[config.mk]
export PLATFORM = sky130hd
export DESIGN_NAME = hand_bbox_tracker_flat
export DESIGN_NICKNAME = d
export VERILOG_FILES = /design/src/rtl/hand_bbox_tracker_pkg.sv /design/src/rtl/hand_bbox_tracker_if.sv /design/src/rtl/hand_bbox_tracker_raster_counter.sv /design/src/rtl/hand_bbox_tracker.sv /design/src/flat_wrapper.sv
export SDC_FILE = /design/constraint.sdc
export NUM_CORES = 1
export LEC_CHECK = 0
export ABC_AREA = 1
export CORE_UTILIZATION = 50
export DETAILED_ROUTE_END_ITERATION = 10
export PLACE_DENSITY = 0.71
export SYNTH_ARGS = -nofsm -noshare
export SYNTH_HDL_FRONTEND = slang
export SYNTH_SLANG_ARGS = --single-unit
[constraint.sdc]
create_clock -name clk -period 7.09 [get_ports clk]
set_input_delay 1.418 -clock clk [delete_from_list [all_inputs] [get_ports clk]]
set_output_delay 1.418 -clock clk [all_outputs]
set_load 0.05 [all_outputs]
[src/rtl/hand_bbox_tracker_pkg.sv]
// Shared constants for the hand bounding-box tracker: coordinate width,
// default raster size, tracker state encodings and accumulator init values.
package hand_bbox_tracker_pkg;
  localparam int COORD_W      = 11;
  localparam int H_ACTIVE_DEF = 640;
  localparam int V_ACTIVE_DEF = 480;

  localparam logic [1:0] ST_IDLE  = 2'd0;
  localparam logic [1:0] ST_SCAN  = 2'd1;
  localparam logic [1:0] ST_FINAL = 2'd2;

  localparam logic [COORD_W-1:0] MIN_INIT = {COORD_W{1'b1}};
  localparam logic [COORD_W-1:0] MAX_INIT = '0;

  typedef struct packed {
    logic [COORD_W-1:0] x_min;
    logic [COORD_W-1:0] x_max;
    logic [COORD_W-1:0] y_min;
    logic [COORD_W-1:0] y_max;
  } bbox_t;

  localparam bbox_t BBOX_INIT = '{x_min: MIN_INIT, x_max: MAX_INIT,
                                  y_min: MIN_INIT, y_max: MAX_INIT};
endpackage

[src/rtl/hand_bbox_tracker_if.sv]
// Bounding-box bus between the tracker (master) and the overlay stage (slave).
interface hand_bbox_tracker_if;
  import hand_bbox_tracker_pkg::*;
  logic [COORD_W-1:0] hand_x_min;
  logic [COORD_W-1:0] hand_x_max;
  logic [COORD_W-1:0] hand_y_min;
  logic [COORD_W-1:0] hand_y_max;
  logic               bbox_found;
  logic               bbox_valid;
  logic               frame_dropped;

  modport master (output hand_x_min, hand_x_max, hand_y_min, hand_y_max,
                  output bbox_found, bbox_valid, frame_dropped);
  modport slave  (input  hand_x_min, hand_x_max, hand_y_min, hand_y_max,
                  input  bbox_found, bbox_valid, frame_dropped);
endinterface

[src/rtl/hand_bbox_tracker_raster_counter.sv]
// Raster position of the pixel presented this cycle; sof forces (0,0) so a
// resync needs no extra cycle. The registers hold the coordinate of the next pixel.
module hand_bbox_tracker_raster_counter
  import hand_bbox_tracker_pkg::*;
#(
  parameter int H_ACTIVE = H_ACTIVE_DEF,
  parameter int V_ACTIVE = V_ACTIVE_DEF
) (
  input  logic               clk,
  input  logic               reset,
  input  logic               step,
  input  logic               sof,
  output logic [COORD_W-1:0] x,
  output logic [COORD_W-1:0] y,
  output logic               last
);
  logic [COORD_W-1:0] nx, ny;

  assign x    = sof ? '0 : nx;
  assign y    = sof ? '0 : ny;
  assign last = (x == COORD_W'(H_ACTIVE-1)) && (y == COORD_W'(V_ACTIVE-1));

  always_ff @(posedge clk) begin
    if (reset) begin
      nx <= '0;
      ny <= '0;
    end else if (step) begin
      if (x == COORD_W'(H_ACTIVE-1)) begin
        nx <= '0;
        ny <= last ? '0 : y + COORD_W'(1);
      end else begin
        nx <= x + COORD_W'(1);
        ny <= y;
      end
    end
  end
endmodule

[src/rtl/hand_bbox_tracker.sv]
// Thresholds the pixel stream, accumulates the min/max extent of hit pixels per
// frame and commits the box one cycle after the last pixel of the frame.
module hand_bbox_tracker
  import hand_bbox_tracker_pkg::*;
#(
  parameter int H_ACTIVE   = H_ACTIVE_DEF,
  parameter int V_ACTIVE   = V_ACTIVE_DEF,
  parameter int MIN_PIXELS = 64
) (
  input  logic                  clk,
  input  logic                  reset,
  input  logic [7:0]            pixel_in,
  input  logic                  pixel_valid,
  input  logic                  sof,
  input  logic [7:0]            threshold,
  hand_bbox_tracker_if.master   bbox
);
  localparam int CNT_W = $clog2(MIN_PIXELS + 1);

  logic [1:0]         state;
  bbox_t              acc, acc_base, acc_nxt;
  logic [CNT_W-1:0]   cnt, cnt_base, cnt_nxt;
  logic [COORD_W-1:0] x, y;
  logic               last, accept, restart, hit;

  assign restart = pixel_valid && sof;
  assign accept  = pixel_valid && (sof || state == ST_SCAN);
  assign hit     = accept && (pixel_in >= threshold);

  hand_bbox_tracker_raster_counter #(.H_ACTIVE(H_ACTIVE), .V_ACTIVE(V_ACTIVE)) u_raster (
    .clk  (clk),
    .reset(reset),
    .step (accept),
    .sof  (sof),
    .x    (x),
    .y    (y),
    .last (last)
  );

  // FINALIZE always clears; the commit reads the pre-clear values on the same edge.
  always_comb begin
    acc_base = acc;
    cnt_base = cnt;
    if (restart || state == ST_FINAL) begin
      acc_base = BBOX_INIT;
      cnt_base = '0;
    end
    acc_nxt = acc_base;
    cnt_nxt = cnt_base;
    if (hit) begin
      if (x < acc_base.x_min) acc_nxt.x_min = x;
      if (x > acc_base.x_max) acc_nxt.x_max = x;
      if (y < acc_base.y_min) acc_nxt.y_min = y;
      if (y > acc_base.y_max) acc_nxt.y_max = y;
      if (cnt_base < CNT_W'(MIN_PIXELS)) cnt_nxt = cnt_base + CNT_W'(1);
    end
  end

  always_ff @(posedge clk) begin
    if (reset) begin
      state              <= ST_IDLE;
      acc                <= BBOX_INIT;
      cnt                <= '0;
      bbox.hand_x_min    <= '0;
      bbox.hand_x_max    <= '0;
      bbox.hand_y_min    <= '0;
      bbox.hand_y_max    <= '0;
      bbox.bbox_found    <= 1'b0;
      bbox.bbox_valid    <= 1'b0;
      bbox.frame_dropped <= 1'b0;
    end else begin
      acc                <= acc_nxt;
      cnt                <= cnt_nxt;
      bbox.bbox_valid    <= (state == ST_FINAL);
      bbox.frame_dropped <= restart && (state == ST_SCAN);

      if (accept && last)    state <= ST_FINAL;
      else if (restart)      state <= ST_SCAN;
      else if (state == ST_FINAL) state <= ST_IDLE;

      if (state == ST_FINAL) begin
        bbox.bbox_found <= (cnt >= CNT_W'(MIN_PIXELS));
        if (cnt >= CNT_W'(MIN_PIXELS)) begin
          bbox.hand_x_min <= acc.x_min;
          bbox.hand_x_max <= acc.x_max;
          bbox.hand_y_min <= acc.y_min;
          bbox.hand_y_max <= acc.y_max;
        end
      end
    end
  end
endmodule

[src/flat_wrapper.sv]
// flat-port wrapper written by rule: the top's interface ports become plain ports
module hand_bbox_tracker_flat import hand_bbox_tracker_pkg::*;
#(
  parameter int H_ACTIVE   = H_ACTIVE_DEF,
  parameter int V_ACTIVE   = V_ACTIVE_DEF,
  parameter int MIN_PIXELS = 64
)
  (clk, reset, pixel_in, pixel_valid, sof, threshold, bbox_hand_x_min, bbox_hand_x_max, bbox_hand_y_min, bbox_hand_y_max, bbox_bbox_found, bbox_bbox_valid, bbox_frame_dropped);
  hand_bbox_tracker_if bbox_i ();
  input  logic clk;
  input  logic reset;
  input  logic [7:0] pixel_in;
  input  logic pixel_valid;
  input  logic sof;
  input  logic [7:0] threshold;
  output wire logic [$bits(bbox_i.hand_x_min)-1:0] bbox_hand_x_min;
  output wire logic [$bits(bbox_i.hand_x_max)-1:0] bbox_hand_x_max;
  output wire logic [$bits(bbox_i.hand_y_min)-1:0] bbox_hand_y_min;
  output wire logic [$bits(bbox_i.hand_y_max)-1:0] bbox_hand_y_max;
  output wire logic [$bits(bbox_i.bbox_found)-1:0] bbox_bbox_found;
  output wire logic [$bits(bbox_i.bbox_valid)-1:0] bbox_bbox_valid;
  output wire logic [$bits(bbox_i.frame_dropped)-1:0] bbox_frame_dropped;
  assign bbox_hand_x_min = bbox_i.hand_x_min;
  assign bbox_hand_x_max = bbox_i.hand_x_max;
  assign bbox_hand_y_min = bbox_i.hand_y_min;
  assign bbox_hand_y_max = bbox_i.hand_y_max;
  assign bbox_bbox_found = bbox_i.bbox_found;
  assign bbox_bbox_valid = bbox_i.bbox_valid;
  assign bbox_frame_dropped = bbox_i.frame_dropped;
  hand_bbox_tracker #(.H_ACTIVE(H_ACTIVE), .V_ACTIVE(V_ACTIVE), .MIN_PIXELS(MIN_PIXELS)) u_core (.clk(clk), .reset(reset), .pixel_in(pixel_in), .pixel_valid(pixel_valid), .sof(sof), .threshold(threshold), .bbox(bbox_i));
endmodule
; After elaboration in Yosys (flattened, before gate mapping)
; Index checks and enable logic that the tools add are counted.
[totals]
input_bits = 20
wordCells = 59
ff_bits = 122
[classes]
mux = 17
n_lt_le_gt_ge = 7
n_reduce_logical = 12
n_eq_ne = 4
addsub = 3
[ops]
columns = cell, n
row1 = $mux 11, 9
row2 = $mux 44, 2
row3 = $add 11x1->11 const B, 2
row4 = $gt 11x11->1, 2
row5 = $lt 11x11->1, 2
row6 = $mux 7, 3
row7 = $eq 11x10->1 const B, 1
row8 = $eq 11x9->1 const B, 1
row9 = $ge 8x8->1, 1
row10 = $add 7x1->7 const B, 1
row11 = $ge 7x7->1 const B, 1
row12 = $lt 7x7->1 const B, 1
row13 = $logic_and 1x1->1, 6
row14 = $mux 2, 3
row15 = $reduce_bool 3->1, 1
row16 = $eq 2x1->1 const B, 1
row17 = $eq 2x2->1 const B, 1
row18 = $logic_or 1x1->1, 2
row19 = $reduce_and 2->1, 1
row20 = $reduce_bool 2->1, 1
row21 = $reduce_or 2->1, 1

; Longest topological paths before layout
[depth]
ltp_word = 6
mapped_depth = 17

; Modules after synthesis
; Synthesis repeated with hierarchy kept, for this count alone.
[hier_totals]
cells_unflattened = 1077
hier_area_um2 = 7094.3
[by_module_without_submodules]
columns = mod, cells_per_inst, area_per_inst_um2, instances
row1 = hand_bbox_tracker, 797, 5425.2, 1
row2 = hand_bbox_tracker_raster_counter, 280, 1669.1, 1

; Worst setup path after synthesis
; OpenSTA, ideal clock, no wires.
[synth_path]
kind = input to register
from = input port pixel_valid
to = register u_core.acc[4] (netlist name)
t_arrival_ps = 3265
t_required_ps = 7026
stages = 14
path_buffers = 1
slack_ps = 3761
path_cell_list = nand2_1 > nand2_2 > inv_2 > buf_2 > nand2_1 > ha_1 > nand2_1 > nor2_1 > nand4_1 > nor2_1 > clkinv_1 > nand4_1 > nand2_1 > nor2_1
[synth_between]
elab_chain_cells = 6
[synth_lines]
columns = element, line_no
row1 = "start, declared", flat_wrapper.sv:13  ; input logic pixel_valid;
row2 = $logic_and 1x1->1, hand_bbox_tracker.sv:26  ; assign restart = pixel_valid && sof;
row3 = $logic_or 1x1->1, hand_bbox_tracker.sv:44  ; if (restart || state == ST_FINAL) begin
row4 = $mux 44, hand_bbox_tracker.sv:44
row5 = $gt 11x11->1, hand_bbox_tracker.sv:54  ; if (y > acc_base.y_max) acc_nxt.y_max = y;
row6 = $mux 11, hand_bbox_tracker.sv:54
row7 = $mux 44 *, hand_bbox_tracker.sv:50  ; if (hit) begin
row8 = "end signal, assigned", hand_bbox_tracker.sv:72  ; acc <= acc_nxt;
row9 = "end, declared", hand_bbox_tracker.sv:21  ; bbox_t acc, acc_base, acc_nxt;
; Every way passes the cells marked *; elsewhere a longest branch is shown, timed or not.
; A chain may end at the register's enable or synchronous reset.

; Worst setup path in the final report
[layout_path]
from = input port sof
to = register u_core.acc[41] (netlist name)
[layout_between]
elab_chain_cells = 6
[layout_lines]
columns = element, line_no
row1 = "start, declared", flat_wrapper.sv:14  ; input logic sof;
row2 = $logic_and 1x1->1, hand_bbox_tracker.sv:26
row3 = $logic_or 1x1->1, hand_bbox_tracker.sv:44
row4 = $mux 44, hand_bbox_tracker.sv:44
row5 = $lt 11x11->1, hand_bbox_tracker.sv:51  ; if (x < acc_base.x_min) acc_nxt.x_min = x;
row6 = $mux 11, hand_bbox_tracker.sv:51
row7 = $mux 44 *, hand_bbox_tracker.sv:50
; Marks and branches as above.

==> impl_metrics.env <==
export IMPL_finalClockSkew_ns=0.008994
export IMPL_antenna_found_initial=0
export IMPL_grt_max_degree=74
export IMPL_cts_tree="done"
export IMPL_routabilityCongestion=0.8771
export IMPL_crit_path_top_delay_cell="clkdlybuf4s50_1"
export IMPL_die_w_um=120.2
export IMPL_synth_compound_area_frac=0.1020
export IMPL_setup_viol=0
export IMPL_grt_overflow=0
export IMPL_cts_buffer_depth=2
export IMPL_drcViolationCount=0
export IMPL_status="completed"
export IMPL_drt_wirelength_per_cell_um=14.12
export IMPL_yosys_area_share_simple=0.3530
export IMPL_cts_setup_buffers=0
export IMPL_cp_max_fo=26
export IMPL_start_util=0.5191
export IMPL_drt_total_wl_um=17780
export IMPL_worstPathArrival_ns=5.52
export IMPL_yosysTopAreaCell="dfxtp_1"
export IMPL_critPathMaxStageDelay_ns=0.98
export IMPL_yosysSeqAreaShare=0.3498
export IMPL_yosysWarnings=0
export IMPL_grt_busiest_layer="met2"
export IMPL_ys_top_cells_by_area="dfxtp_1 (35%), nand2_1 (13%), ha_1 (9.5%)"
export IMPL_fp_coreArea_um2=13450
export IMPL_drv_slew=0
export IMPL_grt_pass1_vias=6076
export IMPL_drt_first_iter_violations=656
export IMPL_whs_ns=0.4586
export IMPL_tightest_slew_ns=0.8102
export IMPL_cts_max_level=4
export IMPL_cap_violations=0
export IMPL_ys_flop_type="dfxtp_1"
export IMPL_syn_inst=1029
export IMPL_async_flop_share=0
export IMPL_postCtsHoldBufs=0
export IMPL_vias_per_cell=5.322
export IMPL_yosysMostFrequentCell="nand2_1"
export IMPL_worstSetupStartpointType="primary input"
export IMPL_hold_viol=0
export IMPL_fin_crit_ns=5.233
export IMPL_grt_pass1_wl_um=30350
export IMPL_synth_common_cells="nand2_1 (249), dfxtp_1 (122), nor2_1 (122), nand3_1 (114), inv_1 (107)"
export IMPL_numCtsBuffers=17
export IMPL_use_met2=0.3915
export IMPL_final_area_um2=8238
export IMPL_die_area_um2=14440
export IMPL_synth_top_family_by_area="simple AND/OR/NAND/NOR gates"
export IMPL_fill_cells=1296
export IMPL_drive_gt1_frac=0.06094
export IMPL_ir_drop_uv=166.5
export IMPL_critPathKind="in -> reg"
export IMPL_cp_required_ns=7.38
export IMPL_grt_usage=0.2655
export IMPL_final_nets=1143
export IMPL_synth_nets=1102
export IMPL_ctsRootBufferMaster="clkbuf_16"
export IMPL_p_leak_uw=0.003653
export IMPL_whs_path_depth=2
export IMPL_num_io_pins=67
export IMPL_yosysUniqueCellTypes=36
export IMPL_cts_resized=0
export IMPL_path_clk_slew_ns=0.05
export IMPL_p_per_area_nw_per_um2=213.6
export IMPL_crit_top_cell="nand2_1"
export IMPL_syn_avg_cell_area_um2=6.786
export IMPL_syn_to_final_growth_pct=17.97
export IMPL_rr_worst_depth=13
export IMPL_ant_nets=0
export IMPL_synth_xor_area_share=0.003763
export IMPL_synth_adder_area_share=0.09497
export IMPL_max_slew_margin_rel=0.4579
export IMPL_cp_cell_sequence="clkdlybuf4s50_1 -> nand2_1 -> nand2_2 -> nor2_1 -> ha_1 -> nand2_1 -> inv_1 -> o21ai_0 -> a21oi_1 -> nor2_1 -> nand3_1 -> nand2_1 -> nand3_1"
export IMPL_netlist_area_leader_share=0.3498
export IMPL_rsz0062_at_grt="no"
export IMPL_grtUsageMet1=0.3831
export IMPL_fp_dieH_um=120.2
export IMPL_fmax_mhz=191.1
export IMPL_num_rows=42
export IMPL_portBuffers=66
export IMPL_fin_crit_sh=0.7381
export IMPL_drt_pass1_iterations=5
export IMPL_dp_hpwl_um=12070
export IMPL_worst_setup_path_end_kind="register"
export IMPL_dr_total_vias=6701
export IMPL_placed_cell_area_um2=7654
export IMPL_synthMuxAreaShare=0
export IMPL_synth_edf_count=0
export IMPL_clock_latency_ns=0.42
export IMPL_hold_class="reg -> reg"
export IMPL_grt_use_met3=0.05519
export IMPL_finalSetupTns_ns=0
export IMPL_synth_seq_cells=122
export IMPL_num_antenna_cells=0
export IMPL_synth_area_um2=6983
export IMPL_cts_sinks=122
## cell type report
cell class	count	area, um2	share of cell area
multi-input cells	743	3866	0.4693
flip-flops and latches	122	2442	0.2965
repair buffers	71	693.2	0.08414
clock buffers	25	495.5	0.06015
inverters	115	431.7	0.05240
well taps	176	220.2	0.02673
clock inverters	7	88.84	0.01078
## cells in the final DEF, fill, tap and decap left out, types with 2 or more instances in the layout
cell type          n
buf_4              5
o21bai_1          11
clkbuf_8           4
a21oi_1           89
inv_1            106
nor2_1           122
ha_1              53
nand3b_1           2
inv_2              7
dfxtp_1          122
nand2_1          249
nor2_2             5
xor2_1             3
clkinv_1           2
a21o_1             3
clkbuf_16         17
or2_2              2
nor3_1             5
nand3_1          114
clkdlybuf4s50_1   65
bufinv_16          2
clkbuf_1           4
nand2_2            5
nand4_1           43
nand2_4            4
clkinv_2           4
nor2_4             5
o21ai_0           20
## metal layers
metal | share of wire | vias to the layer above | wire, um
li1 | - | 3439 | -
met1 | 0.49 | 2995 | 8740
met2 | 0.43 | 243 | 7564
met3 | 0.068 | 24 | 1214
met4 | 0.015 | 0 | 260
met5 | 0 | - | 0
## worst max-delay path, delay by kind of cell
kind	cells	cell delay, ns
buffers and inverters	2	1.02
adders and majority gates	1	0.32
and+or+nand+nor	8	2.51
AOI/OAI and AO/OA	2	0.25
## logic make-up (layout without fill, tap and decap cells)
logic type                 count (synthesis)  after routing
and+or+nand+nor                          558            558
AOI/OAI and AO/OA                        129            129
adders and majority gates                 53             53
DFF                                      122            122
xor gates and xnor gates                   3              3
buffers and inverters                    164            218
## report_power, final
group | internal [uW] | total [uW] | leakage, uW | switching, uW
registers | 705 | 717 | 0.000988 | 11.6
logic | 57.7 | 189 | 0.00237 | 131
clock network | 552 | 853 | 0.000291 | 301
total | 1310 | 1760 | 0.00365 | 444
## state kept, by name, summed over array words and instances (netlist names)
| register | count |
|---|---|
| u_core.acc | 44 |
| u_core.bbox.bbox_valid | 1 |
| u_core.cnt | 7 |
| u_core.bbox.hand_y_max | 11 |
| u_core.u_raster.nx | 11 |
| u_core.u_raster.ny | 11 |
| u_core.bbox.hand_y_min | 11 |
| u_core.bbox.hand_x_min | 11 |
| u_core.state | 2 |
| u_core.bbox.frame_dropped | 1 |
| u_core.bbox.hand_x_max | 11 |
| u_core.bbox.bbox_found | 1 |
## through the flow
stage | util | power [uW] | std cells | worst slack [ns]
floorplan | - | 873.8 | 1029 | 3.761
global placement | 0.5689 | 913.4 | 1227 | 1.661
detailed placement | 0.5689 | 915.8 | 1227 | 1.484
CTS | 0.6124 | 1767 | 1259 | 1.887
global route | 0.6124 | 1830 | 1259 | 1.544
finish | 0.6124 | 1759 | 1259 | 1.857
## worst paths after layout
kind	slack, ns	start	endpoint
max reg2reg	3.49	u_core.state[0]	u_core.acc[41]
min reg2reg	0.46	u_core.bbox.hand_x_max[2]	u_core.bbox.hand_x_max[2]
max	1.86	sof	u_core.acc[41]
min	0.46	u_core.bbox.hand_x_max[2]	u_core.bbox.hand_x_max[2]
Note: power is estimated with default switching activity, not from simulation.
